$ cat src/rtl/prince_pkg.sv
// Shared PRINCE definitions: inverse S-box table, serial FSM state encoding and state geometry.
package prince_pkg;

    localparam int NIBBLES = 16;

    // S^-1 indexed by the input nibble value.
    localparam logic [3:0] SBOX_INV [NIBBLES] = '{
        4'hB, 4'h7, 4'h3, 4'h2, 4'hF, 4'hD, 4'h8, 4'h9,
        4'hA, 4'h6, 4'h4, 4'h0, 4'h5, 4'hE, 4'hC, 4'h1
    };

    typedef enum logic [1:0] {
        IDLE = 2'd0,
        RUN  = 2'd1,
        DONE = 2'd2
    } state_t;

    function automatic logic [3:0] sbox_inv_lookup(input logic [3:0] x);
        return SBOX_INV[x];
    endfunction

endpackage

$ cat src/rtl/prince_sbox_inv_nib.sv
// Single-nibble inverse PRINCE S-box, purely combinational.
module prince_sbox_inv_nib
    import prince_pkg::*;
(
    input  logic [3:0] nib,
    output logic [3:0] sub
);

    assign sub = sbox_inv_lookup(nib);

endmodule

$ cat src/rtl/prince_sbox_inv_serial.sv
// Serial PRINCE S^-1 layer: LANES nibbles per clock taken from the top of a rotating 64-bit
// register, with valid/ready on both sides and no idle bubble between back-to-back blocks.
module prince_sbox_inv_serial
    import prince_pkg::*;
#(
    parameter int LANES = 4
) (
    input  logic        clk,
    input  logic        rst_n,
    input  logic        in_valid,
    output logic        in_ready,
    input  logic [63:0] data_in,
    output logic        out_valid,
    input  logic        out_ready,
    output logic [63:0] data_out,
    output logic        busy
);

    localparam int NGRP = (LANES > 0) ? (NIBBLES / LANES) : 1;
    localparam int GW   = (NGRP > 1) ? $clog2(NGRP) : 1;
    localparam int SW   = 4 * LANES;
    localparam logic [GW-1:0] LAST_GRP = GW'(NGRP - 1);

    generate
        if (LANES < 1 || LANES > NIBBLES || (NIBBLES % LANES) != 0) begin : g_bad_lanes
            $error("prince_sbox_inv_serial: LANES=%0d must divide 16", LANES);
        end
    endgenerate

    state_t         state_reg, state_next;
    logic [GW-1:0]  grp_cnt_reg, grp_cnt_next;
    logic [63:0]    sreg_reg, sreg_next;
    logic [SW-1:0]  top_nibs;
    logic [SW-1:0]  sub_nibs;
    logic [63:0]    rot_val;

    assign top_nibs = sreg_reg[63 -: SW];

    genvar gi;
    generate
        for (gi = 0; gi < LANES; gi++) begin : g_lane
            prince_sbox_inv_nib u_nib (
                .nib (top_nibs[4*gi +: 4]),
                .sub (sub_nibs[4*gi +: 4])
            );
        end

        // Substituted top group re-enters at the bottom, so NGRP steps restore nibble order.
        if (LANES == NIBBLES) begin : g_rot_full
            assign rot_val = sub_nibs;
        end else begin : g_rot_part
            assign rot_val = {sreg_reg[63-SW:0], sub_nibs};
        end
    endgenerate

    always_comb begin
        state_next   = state_reg;
        grp_cnt_next = grp_cnt_reg;
        sreg_next    = sreg_reg;
        case (state_reg)
            IDLE: begin
                if (in_valid) begin
                    sreg_next    = data_in;
                    grp_cnt_next = '0;
                    state_next   = RUN;
                end
            end
            RUN: begin
                sreg_next    = rot_val;
                grp_cnt_next = grp_cnt_reg + GW'(1);
                if (grp_cnt_reg == LAST_GRP) begin
                    state_next = DONE;
                end
            end
            DONE: begin
                if (out_ready) begin
                    if (in_valid) begin
                        sreg_next    = data_in;
                        grp_cnt_next = '0;
                        state_next   = RUN;
                    end else begin
                        state_next = IDLE;
                    end
                end
            end
            default: state_next = IDLE;
        endcase
    end

    always_ff @(posedge clk or negedge rst_n) begin
        if (!rst_n) begin
            state_reg   <= IDLE;
            grp_cnt_reg <= '0;
            sreg_reg    <= 64'h0;
        end else begin
            state_reg   <= state_next;
            grp_cnt_reg <= grp_cnt_next;
            sreg_reg    <= sreg_next;
        end
    end

    // Gating with rst_n keeps in_ready low while reset is held even though the state reads IDLE.
    assign in_ready  = rst_n && ((state_reg == IDLE) || ((state_reg == DONE) && out_ready));
    assign out_valid = (state_reg == DONE);
    assign busy      = (state_reg != IDLE);
    assign data_out  = sreg_reg;

endmodule
$ cat config.mk
export PLATFORM = sky130hd
export DESIGN_NAME = prince_sbox_inv_serial
export DESIGN_NICKNAME = d
export VERILOG_FILES = /design/src/rtl/prince_pkg.sv /design/src/rtl/prince_sbox_inv_nib.sv /design/src/rtl/prince_sbox_inv_serial.sv
export SDC_FILE = /design/constraint.sdc
export NUM_CORES = 1
export LEC_CHECK = 0
export BUFFER_PORTS_ARGS = -buffer_cell sky130_fd_sc_hd__buf_2
export CAP_MARGIN = 15
export CORE_MARGIN = 10
export CORE_UTILIZATION = 40
export DETAILED_ROUTE_END_ITERATION = 10
export GPL_TIMING_DRIVEN = 1
export MAX_ROUTING_LAYER = met4
export RECOVER_POWER = 100
export SYNTH_ARGS = -nofsm -noshare
export SYNTH_HDL_FRONTEND = slang
export SYNTH_HIERARCHICAL = 1
export SYNTH_SLANG_ARGS = --single-unit
$ cat constraint.sdc
create_clock -name clk -period 4.9 [get_ports clk]
set_clock_uncertainty 0.1 [all_clocks]
set_input_delay 0.98 -clock clk [delete_from_list [all_inputs] [get_ports clk]]
set_output_delay 0.98 -clock clk [all_outputs]
set_load 0.1 [all_outputs]
# [After elaboration in Yosys (flattened, before gate mapping)]
# Memories as Yosys holds them, arrays and structs flattened.
# Cells that the tools add are included.
# W data, S select, Z words.
[totals] ff_bits=68 romBits=256 in_bits=68 out_inout_bits=67 wordCells=49 mem_count=4
[classes] add_sub_neg=1 order_cmp=4 eq_ne=6 muxes=19 n_bitwise=4 reduce_logical=8
[memory_table] name="(no name shown)" words=16 width=4 rd=1 rd_ports_with_merged_regs=0 write_ports=0 line="prince_pkg.sv:19" rtl="return SBOX_INV[x];"
[memory_table] name="(no name shown)" words=16 width=4 rd=1 rd_ports_with_merged_regs=0 write_ports=0 line="prince_pkg.sv:19"
[memory_table] name="(no name shown)" words=16 width=4 rd=1 rd_ports_with_merged_regs=0 write_ports=0 line="prince_pkg.sv:19"
[memory_table] name="(no name shown)" words=16 width=4 rd=1 rd_ports_with_merged_regs=0 write_ports=0 line="prince_pkg.sv:19"
[ops] op="$pmux W64 S3" n=1
[ops] op="$mux W64" n=2
[ops] op="$mux W4" n=8
[ops] op="$ge A5 B5 Y1 const B" n=4
[ops] op="$not A4 Y5" n=4
[ops] op="$pmux W2 S3" n=2
[ops] op="$mux W2" n=5
[ops] op="$eq A2 B2 Y1 const B" n=2
[ops] op="$ne A2 B2 Y1 const B" n=2
[ops] op="$reduce_and A3 Y1" n=1
[ops] op="$reduce_bool A3 Y1" n=1
[ops] op="$add A2 B1 Y2 const B" n=1
[ops] op="$eq A2 B1 Y1 const B" n=1
[ops] op="$logic_and A1 B1 Y1" n=2
[ops] op="$logic_not A2 Y1" n=1
[ops] op="$ne A2 B1 Y1 const B" n=1
[ops] op="$reduce_and A2 Y1" n=1
[ops] op="$reduce_bool A2 Y1" n=1
[ops] op="$logic_or A1 B1 Y1" n=1
[ops] op="$mux W1" n=1

# [Longest topological paths before layout]
# Gate-level depths: netlist of run 1.
[depth] word_depth=5 depth_mapped=6 ltp_nobuf=6

# [Cells and area by module]
# Netlist of run 1, hierarchy kept.
[modules_own_cells] module="prince_sbox_inv_serial" instances=1 cells_each=277 area_each_um2=4052.6 seq_area_each_um2=1701.6
[modules_own_cells] module="prince_sbox_inv_nib" instances=4 cells_each=18 area_each_um2=151.4 seq_area_each_um2=0.0

# [Worst setup path before layout of run 1]
# Ideal clock, no wire load.
[synth_timing] kind="input to output" startpoint="in out_ready" endpoint="out in_ready" arrival_ns=1.871 path_slack_ns=1.949 cell_stages=2 path_cell_list="or2b_1 -> and3b_1"
[synth_between] elab_chain_cells=3
[synth_rtl] element="from (decl)" line="prince_sbox_inv_serial.sv:14" rtl="input logic out_ready,"
[synth_rtl] element="$logic_and A1 B1 Y1" line="prince_sbox_inv_serial.sv:103" rtl="assign in_ready = rst_n && ((state_reg == IDLE) || ((state_reg == DONE) && out_ready));"
[synth_rtl] element="$logic_or A1 B1 Y1" line="prince_sbox_inv_serial.sv:103"
[synth_rtl] element="$logic_and A1 B1 Y1" line="prince_sbox_inv_serial.sv:103"
[synth_rtl] element="to (decl)" line="prince_sbox_inv_serial.sv:11" rtl="output logic in_ready,"
# No other way between the ends.

# [Worst setup path after layout of run 1]
[layout_timing] startpoint="in out_ready" endpoint="reg sreg_reg[25], in the netlist data_out[25]"
[layout_between] elab_chain_cells=2
[layout_rtl] element="$ne A2 B1 Y1 (no source line)"
[layout_rtl] element="$reduce_and A2 Y1 (no source line)"
[layout_rtl] element="to (signal assigned)" line="prince_sbox_inv_serial.sv:98" rtl="sreg_reg <= sreg_next;"
[layout_rtl] element="to (decl)" line="prince_sbox_inv_serial.sv:32" rtl="logic [63:0] sreg_reg, sreg_next;"
# No other way between the ends.
# A chain may end at the register's enable or synchronous reset.

==> run_results.csv, run 1 <==
group,metric,value,unit
detailed_routing,drt-vias-per-instance,4.80,
clock_network,clock_latency,0.33,ns
grt,gr-usage-met1,16.5,%
clock_network,cts_setup_buffers,0,
critical_path,rrSetupSlack,1.62,ns
clock_network,ctsLongestPathBuffers,2,
floorplan,start_util,40.8,%
critical_path,setup.worst_path.start,"out_ready",
critical_path,rr_worst_depth,5,
synth,synth_seq_area_share,36.5,%
grt,grtUsageMet3,5.58,%
floorplan,fp.coreArea,11400,um^2
placement,hpwl,7340,um
timing,rsz0062_at_grt,"false",
final_layout,syn_to_final_growth,9.56,%
placement,pre_cts_ws,1.82,ns
clock_network,htreeDepth,3,
clock_network,cts.clk_slew.worst_paths,0.06,ns
synth,synth.largest_area_cell,"dfrtp_1",
final_layout,n_antenna_cell,0,
timing,hold_viol_final,0,
synth,synth_edf_count,0,
synth,synth_nets,434,
timing,finalMaxSlewViolations,69,
synth,ys_types,29,
synth,ys_top_cells_by_area,"dfrtp_1 37%, mux2_4 24%, mux2_2 13%",
timing,min_period_over_period,70.5,%
critical_path,cp.arrival,3.56,ns
detailed_routing,drtPass1Iterations,4,
outcome,status,"finished, violations left",
synth,synth_area,4660,um^2
synth,netlist_instances,349,
critical_path,path_max_fanout,21,
grt,grt_overflow,0,
critical_path,endpoint,"data_out[25]",
final_layout,largest_reg_flops,64,
timing,max_freq,290,MHz
synth,syn_area_per_cell,13.3,um^2
placement,place_area,5040,um^2
synth,synth.top_cell.area_share,36.5,%
clock_network,cts_hold_buf,0,
critical_path,end_kind,"register",
grt,grt_pass1_vias,3175,
floorplan,die_w,128,um
detailed_routing,ant_nets,0,
synth,synth_ff_type,"dfrtp_1",
detailed_routing,finalWirelength,9970,um
detailed_routing,dr.first_iter.drc_count,112,
floorplan,dieArea,16400,um^2
worst_hold_path,hold_path_class,"register to register",
grt,grtUsageTotal,12.9,%
critical_path,reg2reg_from,"state_reg[0]",
clock_network,numCtsBuffers,9,
timing,period_minus_slack,3.45,ns
timing,setup_violations,0,
grt,grt_busiest_layer,"met2",
job,drv_cap,1,
final_layout,final_layout_size_suffix_gt1_share,43.8,%
timing,worst_slack,1.45,ns
synth,async_reset_ff_share,100,%
clock_network,cts_resized,0,
critical_path,crit_required,5.01,ns
detailed_routing,post_drt_wl_per_cell,17.2,um
critical_path,rr_endpoint,"data_out[25]",
floorplan,io_pins,135,
clock_network,cts_tree,"yes",
floorplan,fp.dieH,128,um
timing,final.setup.tns,0,ns
final_layout,final_util,44.7,%
clock_network,cts_root_buffer,"clkbuf_16",
floorplan,rows,39,
final_layout,nets,519,
timing,worst_pin_slew,1.75,ns
synth,synth-seq-cells,68,
outcome,violations,"max-capacitance violations, max-slew violations",
grt,antenna_found_initial,0,
final_layout,fin_area,5100,um^2
grt,grt_util_met2,18.3,%
timing,slew_headroom,-16.9,%
grt,grt_pass1_wl,16700,um
detailed_routing,drc,0,
clock_network,cts.sinks,68,
placement,port_buffers,134,
synth,yosysWarningCount,6,
critical_path,path_class,"input port to register",
grt,grt_start_max_net_pins,69,
critical_path,cp-start-kind,"input port",
placement,gp_congestion,0.787,
detailed_routing,num_vias,2787,
worst min-delay path by stage:
| stage | startpoint | endpoint | cells past startpoint |
|---|---|---|---|
| 6_report | grp_cnt_reg[0] | grp_cnt_reg[0] | 1 |
| 4_1_cts | grp_cnt_reg[0] | grp_cnt_reg[0] | 1 |
| 3_5_place_dp | grp_cnt_reg[0] | grp_cnt_reg[0] | 1 |
| 3_3_place_gp | grp_cnt_reg[0] | grp_cnt_reg[0] | 1 |
| 2_1_floorplan | grp_cnt_reg[0] | grp_cnt_reg[0] | 1 |
| 5_1_grt | grp_cnt_reg[0] | grp_cnt_reg[0] | 1 |
critical path: stages:
cell and delay [ns]:
buf_2 0.09, nand2b_1 0.05, a21oi_1 0.67, clkbuf_1 1.04, buf_4 0.37, mux2_1 0.35
kinds of logic (layout without fill, tap and decap cells):
family	count (synthesis)	count (layout)	share of synthesized area (%)
muxes	140	140	40.6
buffers and inverters	83	172	12.8
DFF	68	68	36.5
and+or+nand+nor	24	24	3.20
adders and majority gates	17	17	4.57
AOI/OAI and AO/OA	17	17	2.36
synthesized netlist by cell type (3+ instances only):
cell,n
clkbuf_2,4
nand2_1,3
a31oi_1,4
buf_4,50
mux4_2,4
mux2_4,74
dfrtp_1,68
and3b_2,4
inv_1,17
buf_12,3
a21oi_1,5
a21o_2,4
nor3_1,4
ha_1,17
mux2_2,53
nor2_1,6
buf_2,4
mux2i_1,8
buf_6,5
metrics by stage:
stage          std cells  hold WS, ns
4_1_cts              579        0.382
2_1_floorplan        349        0.346
6_report             581        0.377
3_5_place_dp         564        0.374
5_1_grt              581        0.423
3_3_place_gp         564        0.359
layout make-up:
class / count / area [um^2]
clock buffer: 13 / 260
clock inverter: 2 / 10.0
fill: 1126 / 6310
inverter: 17 / 63.8
multi-input combinational: 198 / 2230
sequential: 68 / 1700
tap: 143 / 179
timing repair buffer: 140 / 663
placed cells by master, fill, tap and decap left out, types with 8 or more instances in the layout:
| cell type | instances |
|---|---|
| mux2_4 | 41 |
| ha_1 | 17 |
| mux2i_1 | 8 |
| mux2_2 | 53 |
| buf_2 | 67 |
| clkbuf_16 | 9 |
| clkbuf_1 | 70 |
| inv_1 | 17 |
| mux2_1 | 34 |
| dfrtp_1 | 68 |
metal layers:
layer,part of all wire (%),vias to the layer above
met2,44,98
met1,47,1345
met3,8.0,5
met5,0,-
li1,-,1339
met4,0.74,0
Power of run 1 is left out: the tool's default activity adds up to more than one toggle a clock period on the data nets, which glitch-free logic cannot reach.
==> run 2, diff against run 1 <==
Settings changed: ABC_AREA set to 1.
Clock period 4.9 ns to 3.3 ns, I/O delays scaled along.
==> run 2 against run 1 <==
  * The run still ends with max-capacitance violations, max-slew violations left
  * Final cell count up 54%
  * Routed wire length up 35%
  * Synthesized cell count up 93%
  * Hold slack better by 0.015 ns
  * Flip-flop and latch count unchanged
  * Core utilization up 0.89 points
  * Register-to-register slack worse by 0.69 ns
  * Non-clock buffer count unchanged
  * Via count up 49%
  * Die area down 3.9%
  * Critical path type is now register to output port
==> run_results.csv, run 2 <==
group,metric,value,unit
detailed_routing,post_drt_wl_per_cell,15.0,um
final_layout,final_util,45.6,%
timing,final.setup.tns,0,ns
synth,synth_compound_area_share,1.15,%
final_layout,final_common_cell,"nand2_1",
timing,slew_headroom,-11.4,%
detailed_routing,wl_met2,6110,um
clock_network,htreeDepth,3,
synth,synth.most_common_cell,"nand2_1",
placement,hpwl,10100,um
detailed_routing,dr_wl_met3,774,um
critical_path,path_max_fanout,6,
synth,ys_top_cells_by_area,"dfrtp_1 38%, nand2_1 38%, buf_4 8.8%",
synth,yosys.area_share.simple,41.9,%
placement,port_buffers,134,
grt,grt_start_max_net_pins,69,
floorplan,fp.dieH,125,um
detailed_routing,drtPass1Iterations,4,
synth,synth_area,4440,um^2
clock_network,cts.clk_slew.worst_paths,0.07,ns
detailed_routing,num_vias,4143,
grt,grt_pass1_wl,22100,um
detailed_routing,drt-vias-per-instance,4.62,
floorplan,die_w,125,um
final_layout,final_layout_size_suffix_gt1_share,13.2,%
clock_network,cts.sinks,68,
synth,synth_nets,760,
final_layout,largest_reg_flops,64,
timing,rsz0062_at_grt,"false",
synth,syn_area_per_cell,6.58,um^2
detailed_routing,finalWirelength,13400,um
detailed_routing,ant_nets,0,
timing,max_freq,389,MHz
outcome,status,"finished, violations left",
final_layout,syn_to_final_growth,11.3,%
synth,netlist_instances,675,
clock_network,cts_resized,0,
synth,synth_ff_type,"dfrtp_1",
timing,period_minus_slack,2.57,ns
final_layout,nets,836,
critical_path,cp-start-kind,"register",
detailed_routing,dr.first_iter.drc_count,257,
floorplan,dieArea,15700,um^2
clock_network,cts_setup_buffers,0,
critical_path,cp.arrival,1.81,ns
critical_path,path_class,"register to output port",
floorplan,rows,38,
clock_network,numCtsBuffers,9,
placement,numPlacedInstances,880,
timing,min_period_over_period,78.0,%
critical_path,rrSetupSlack,0.93,ns
grt,grtUsageTotal,17.4,%
job,drv_cap,1,
detailed_routing,drc,0,
timing,worst_pin_slew,1.67,ns
synth,synthMuxAreaShare,0,%
final_layout,most-common-layout-cells,"447 x nand2_1, 69 x clkbuf_1, 68 x dfrtp_1, 67 x buf_2, 23 x inv_1",
synth,synth.top_cell.area_share,38.3,%
synth,synth.largest_area_cell,"dfrtp_1",
timing,setup_violations,0,
detailed_routing,top_layer_used,"met4",
clock_network,clock_latency,0.34,ns
synth,async_reset_ff_share,100,%
detailed_routing,wl_met1,6370,um
floorplan,fp.coreArea,10800,um^2
synth,yosysWarningCount,6,
clock_network,cts_root_buffer,"clkbuf_8",
timing,hold_viol_final,0,
placement,place_area,4840,um^2
synth,ys_types,18,
floorplan,start_util,41.0,%
clock_network,cts_tree,"yes",
floorplan,io_pins,135,
synth,synth-xor-area-share,0,%
synth,synth_adder_area_share,4.79,%
placement,gp_congestion,0.836,
grt,grt_pass1_vias,4313,
grt,grt_overflow,0,
final_layout,fin_area,4940,um^2
outcome,violations,"max-capacitance violations, max-slew violations",
synth,synth_top_family_by_area,"simple AND/OR/NAND/NOR gates",
timing,finalMaxSlewViolations,69,
worst_hold_path,hold_path_class,"register to register",
final_layout,n_antenna_cell,0,
clock_network,cts_hold_buf,0,
synth,synth_edf_count,0,
synth,synth-seq-cells,68,
synth,synth_seq_area_share,38.3,%
critical_path,crit_required,2.54,ns
final_layout,layoutNonFillerInstCount,896,
synth,synth_top_cells_by_count,"448 x nand2_1, 68 x dfrtp_1, 52 x buf_4, 21 x inv_1, 19 x buf_2",
critical_path,end_kind,"output port",
clock_network,ctsLongestPathBuffers,2,
grt,antenna_found_initial,0,
[run 2: cell types whose count changed in the layout (fill, tap and decap cells not counted), sizes merged, moves of 3 or more]
| cell | before | now |
|---|---|---|
| o21ai | 2 | 5 |
| mux2 | 128 | 0 |
| nand2 | 3 | 448 |
| nor2 | 6 | 13 |
| inv | 17 | 27 |
| nor3 | 4 | 0 |
| a21o | 4 | 0 |
| mux4 | 4 | 0 |
| and3b | 5 | 0 |
| mux2i | 8 | 0 |
| a31oi | 4 | 0 |
| nand3 | 0 | 16 |
[run 2: metal layers]
metal	up-vias	track usage, %
met5	-	-
met4	0	5.69
met3	16	2.92
met2	136	26.7
met1	1874	22.8
li1	2117	-
[run 2: layout make-up]
| class | count | area (um^2) |
|---|---|---|
| inverters | 27 | 101 |
| repair buffers | 140 | 643 |
| multi-input cells | 505 | 2130 |
| clock inverters | 3 | 46.3 |
| fillers | 1205 | 5900 |
| clock buffers | 13 | 149 |
| flip-flops and latches | 68 | 1700 |
| well taps | 140 | 175 |
[run 2: worst max-delay path, cell delays in order, from the launching register on]
cell      delay (ns)
dfrtp_1         0.40
inv_1           0.13
nand2_1         0.08
clkbuf_1        0.87
[run 2: cell families after synthesis]
kind of cell | after synthesis
adders and majority gates | 17
AOI/OAI and AO/OA | 10
and+or+nand+nor | 478
DFF | 68
buffers and inverters | 102
[run 2: metrics by stage]
step,setup slack [ns],hold WS (ns)
after floorplan,0.578,0.264
after global placement,1.26,0.360
after detailed placement,1.22,0.378
after CTS,1.07,0.396
after global routing,0.671,0.445
final,0.727,0.392
[run 2: worst paths after layout]
check | endpoint | startpoint | depth (start not counted)
max in group asynchronous | data_out[5] | rst_n | 2
setup reg to reg | data_out[58] | state_reg[0] | 7
min in group asynchronous | data_out[38] | rst_n | 2
hold reg to reg | grp_cnt_reg[1] | grp_cnt_reg[1] | 2
hold / removal | grp_cnt_reg[1] | grp_cnt_reg[1] | 2
setup / recovery | busy | state_reg[0] | 3
Power of run 2 is left out for the same reason.
==> run 3, diff against run 2 <==
Settings changed: PLACE_DENSITY set to 0.67.
Clock period 3.3 ns to 2.3 ns, I/O delays scaled along.
==> run 3 against run 2 <==
  * Final area rose by 2.2%
  * Count of clock-buffer cells in the layout fell by 1
  * Hold slack got worse by 0.080 ns
  * Register-to-register slack got worse by 0.62 ns
  * Sequential share of layout area fell by 0.73 points
  * Non-clock buffer count did not move
  * Highest routed layer unchanged
  * Worst setup slack got worse by 0.52 ns
  * Core utilization rose by 0.99 points
  * The run still ends with max-capacitance violations, max-slew violations left
  * Routed wire length rose by 2.4%
  * Critical endpoint is now out_valid
==> run_results.csv, run 3 (synthesis results as in run 2) <==
group,metric,value,unit
timing,finalMaxSlewViolations,69,
final_layout,seq_area,1700,um^2
outcome,violations,"max-capacitance violations, max-slew violations",
placement,hpwl,10100,um
clock_network,cts_root_buffer,"clkbuf_8",
final_layout,final_common_cell,"nand2_1",
timing,slew_headroom,-16.6,%
timing,period_minus_slack,2.10,ns
clock_network,cts_hold_buf,0,
timing,min_period_over_period,91.1,%
critical_path,cpPeakStageDelay,0.42,ns
timing,final.setup.tns,0,ns
critical_path,cp-start-kind,"register",
outcome,status,"finished, violations left",
critical_path,end_kind,"output port",
clock_network,cts_resized,0,
clock_network,clock_latency,0.35,ns
detailed_routing,finalWirelength,13800,um
final_layout,final_layout_size_suffix_gt1_share,22.1,%
floorplan,die_w,125,um
floorplan,start_util,41.0,%
critical_path,path_max_fanout,6,
detailed_routing,ant_nets,0,
final_layout,most-common-layout-cells,"446 x nand2_1, 68 x dfrtp_1, 67 x buf_2, 67 x clkbuf_2, 23 x inv_1",
grt,grt_overflow,0,
placement,gp_congestion,0.865,
final_layout,largest_reg_flops,64,
worst_hold_path,hold_path_class,"input port to register",
timing,setup_violations,0,
final_layout,nFillCells,1164,
timing,rsz0062_at_grt,"false",
grt,grt_pass1_vias,4167,
floorplan,io_pins,135,
clock_network,cts.sinks,68,
clock_network,numCtsBuffers,9,
placement,port_buffers,134,
final_layout,n_antenna_cell,0,
detailed_routing,drtPass1Iterations,5,
detailed_routing,post_drt_wl_per_cell,15.4,um
timing,hold_viol_final,0,
detailed_routing,drt-vias-per-instance,4.70,
timing,max_freq,477,MHz
clock_network,cts_setup_buffers,0,
floorplan,rows,38,
critical_path,critical_path_buf_inv_count,3,
job,drv_cap,1,
timing,worst_pin_slew,1.75,ns
critical_path,crit_required,1.74,ns
critical_path,crit_slowest_cell,"dfrtp_1",
critical_path,path_class,"register to output port",
grt,grt_start_max_net_pins,69,
grt,grtUsageTotal,17.4,%
critical_path,cp.arrival,1.54,ns
floorplan,dieArea,15700,um^2
critical_path,crit_top_cell,"inv_1",
floorplan,fp.coreArea,10800,um^2
critical_path,crit_family,"buffers and inverters",
final_layout,nets,837,
detailed_routing,num_vias,4208,
detailed_routing,dr.first_iter.drc_count,355,
grt,antenna_found_initial,0,
clock_network,cts.clk_slew.worst_paths,0.08,ns
clock_network,ctsLongestPathBuffers,2,
final_layout,syn_to_final_growth,13.7,%
clock_network,cts_tree,"yes",
final_layout,multi_input_area,2140,um^2
grt,grt_pass1_wl,21900,um
clock_network,htreeDepth,3,
detailed_routing,drc,0,
critical_path,worstPathCellList,"inv_1 > nand2_1 > inv_1 > buf_2",
floorplan,fp.dieH,125,um
-- run 3: cell types whose count changed in the layout (fill, tap and decap cells not counted), sizes merged --
cell,previous run,this run
clkinvlp,1,0
nor2,13,14
clkbuf,81,82
buf,72,70
clkinv,1,0
bufinv,1,2
-- run 3: cell type report --
type                    instances  area share [%]
clock buffers                  12            2.87
clock inverters                 2            1.19
inverters                      27            2.01
multi-input cells             506            42.4
flip-flops and latches         68            33.7
well taps                     140            3.47
repair buffers                140            14.3
-- run 3: worst min-delay path, delay by kind of cell --
family | cells | cell delay [ns]
buffers and inverters | 1 | 0.08
AND/OR/NAND/NOR | 4 | 0.18
-- run 3: stage by stage --
stage | instance area [um^2] | hold WS, ns | util [%] | instances | worst slack (ns)
floorplan | 4440 | 0.0644 | - | 675 | 0.181
global placement | 4870 | 0.358 | 44.9 | 880 | 0.132
detailed placement | 4870 | 0.380 | 44.9 | 880 | 0.0651
CTS | 5070 | 0.276 | 46.8 | 894 | 0.0765
global route | 5050 | 0.325 | 46.6 | 895 | 0.0872
finish | 5050 | 0.311 | 46.6 | 895 | 0.204
-- run 3: routing by layer --
layer	track usage, %	vias to the layer above	routed length [um]
li1	-	2121	-
met1	22.3	1929	6460
met2	27.0	148	6440
met3	3.42	10	743
met4	5.15	0	124
met5	-	-	0
-- run 3: path summary, 6_finish.rpt --
kind,endpoint,slack [ns],from,cells past startpoint
worst min register to register,grp_cnt_reg[1],0.40,grp_cnt_reg[1],2
worst max-delay path,out_valid,0.20,state_reg[0],4
min in group asynchronous,data_out[37],0.60,rst_n,2
max in group asynchronous,data_out[18],0.44,rst_n,2
worst min-delay path,data_out[8],0.31,data_in[8],5
worst max register to register,data_out[23],0.31,state_reg[1],6
Power of run 3 is left out for the same reason.
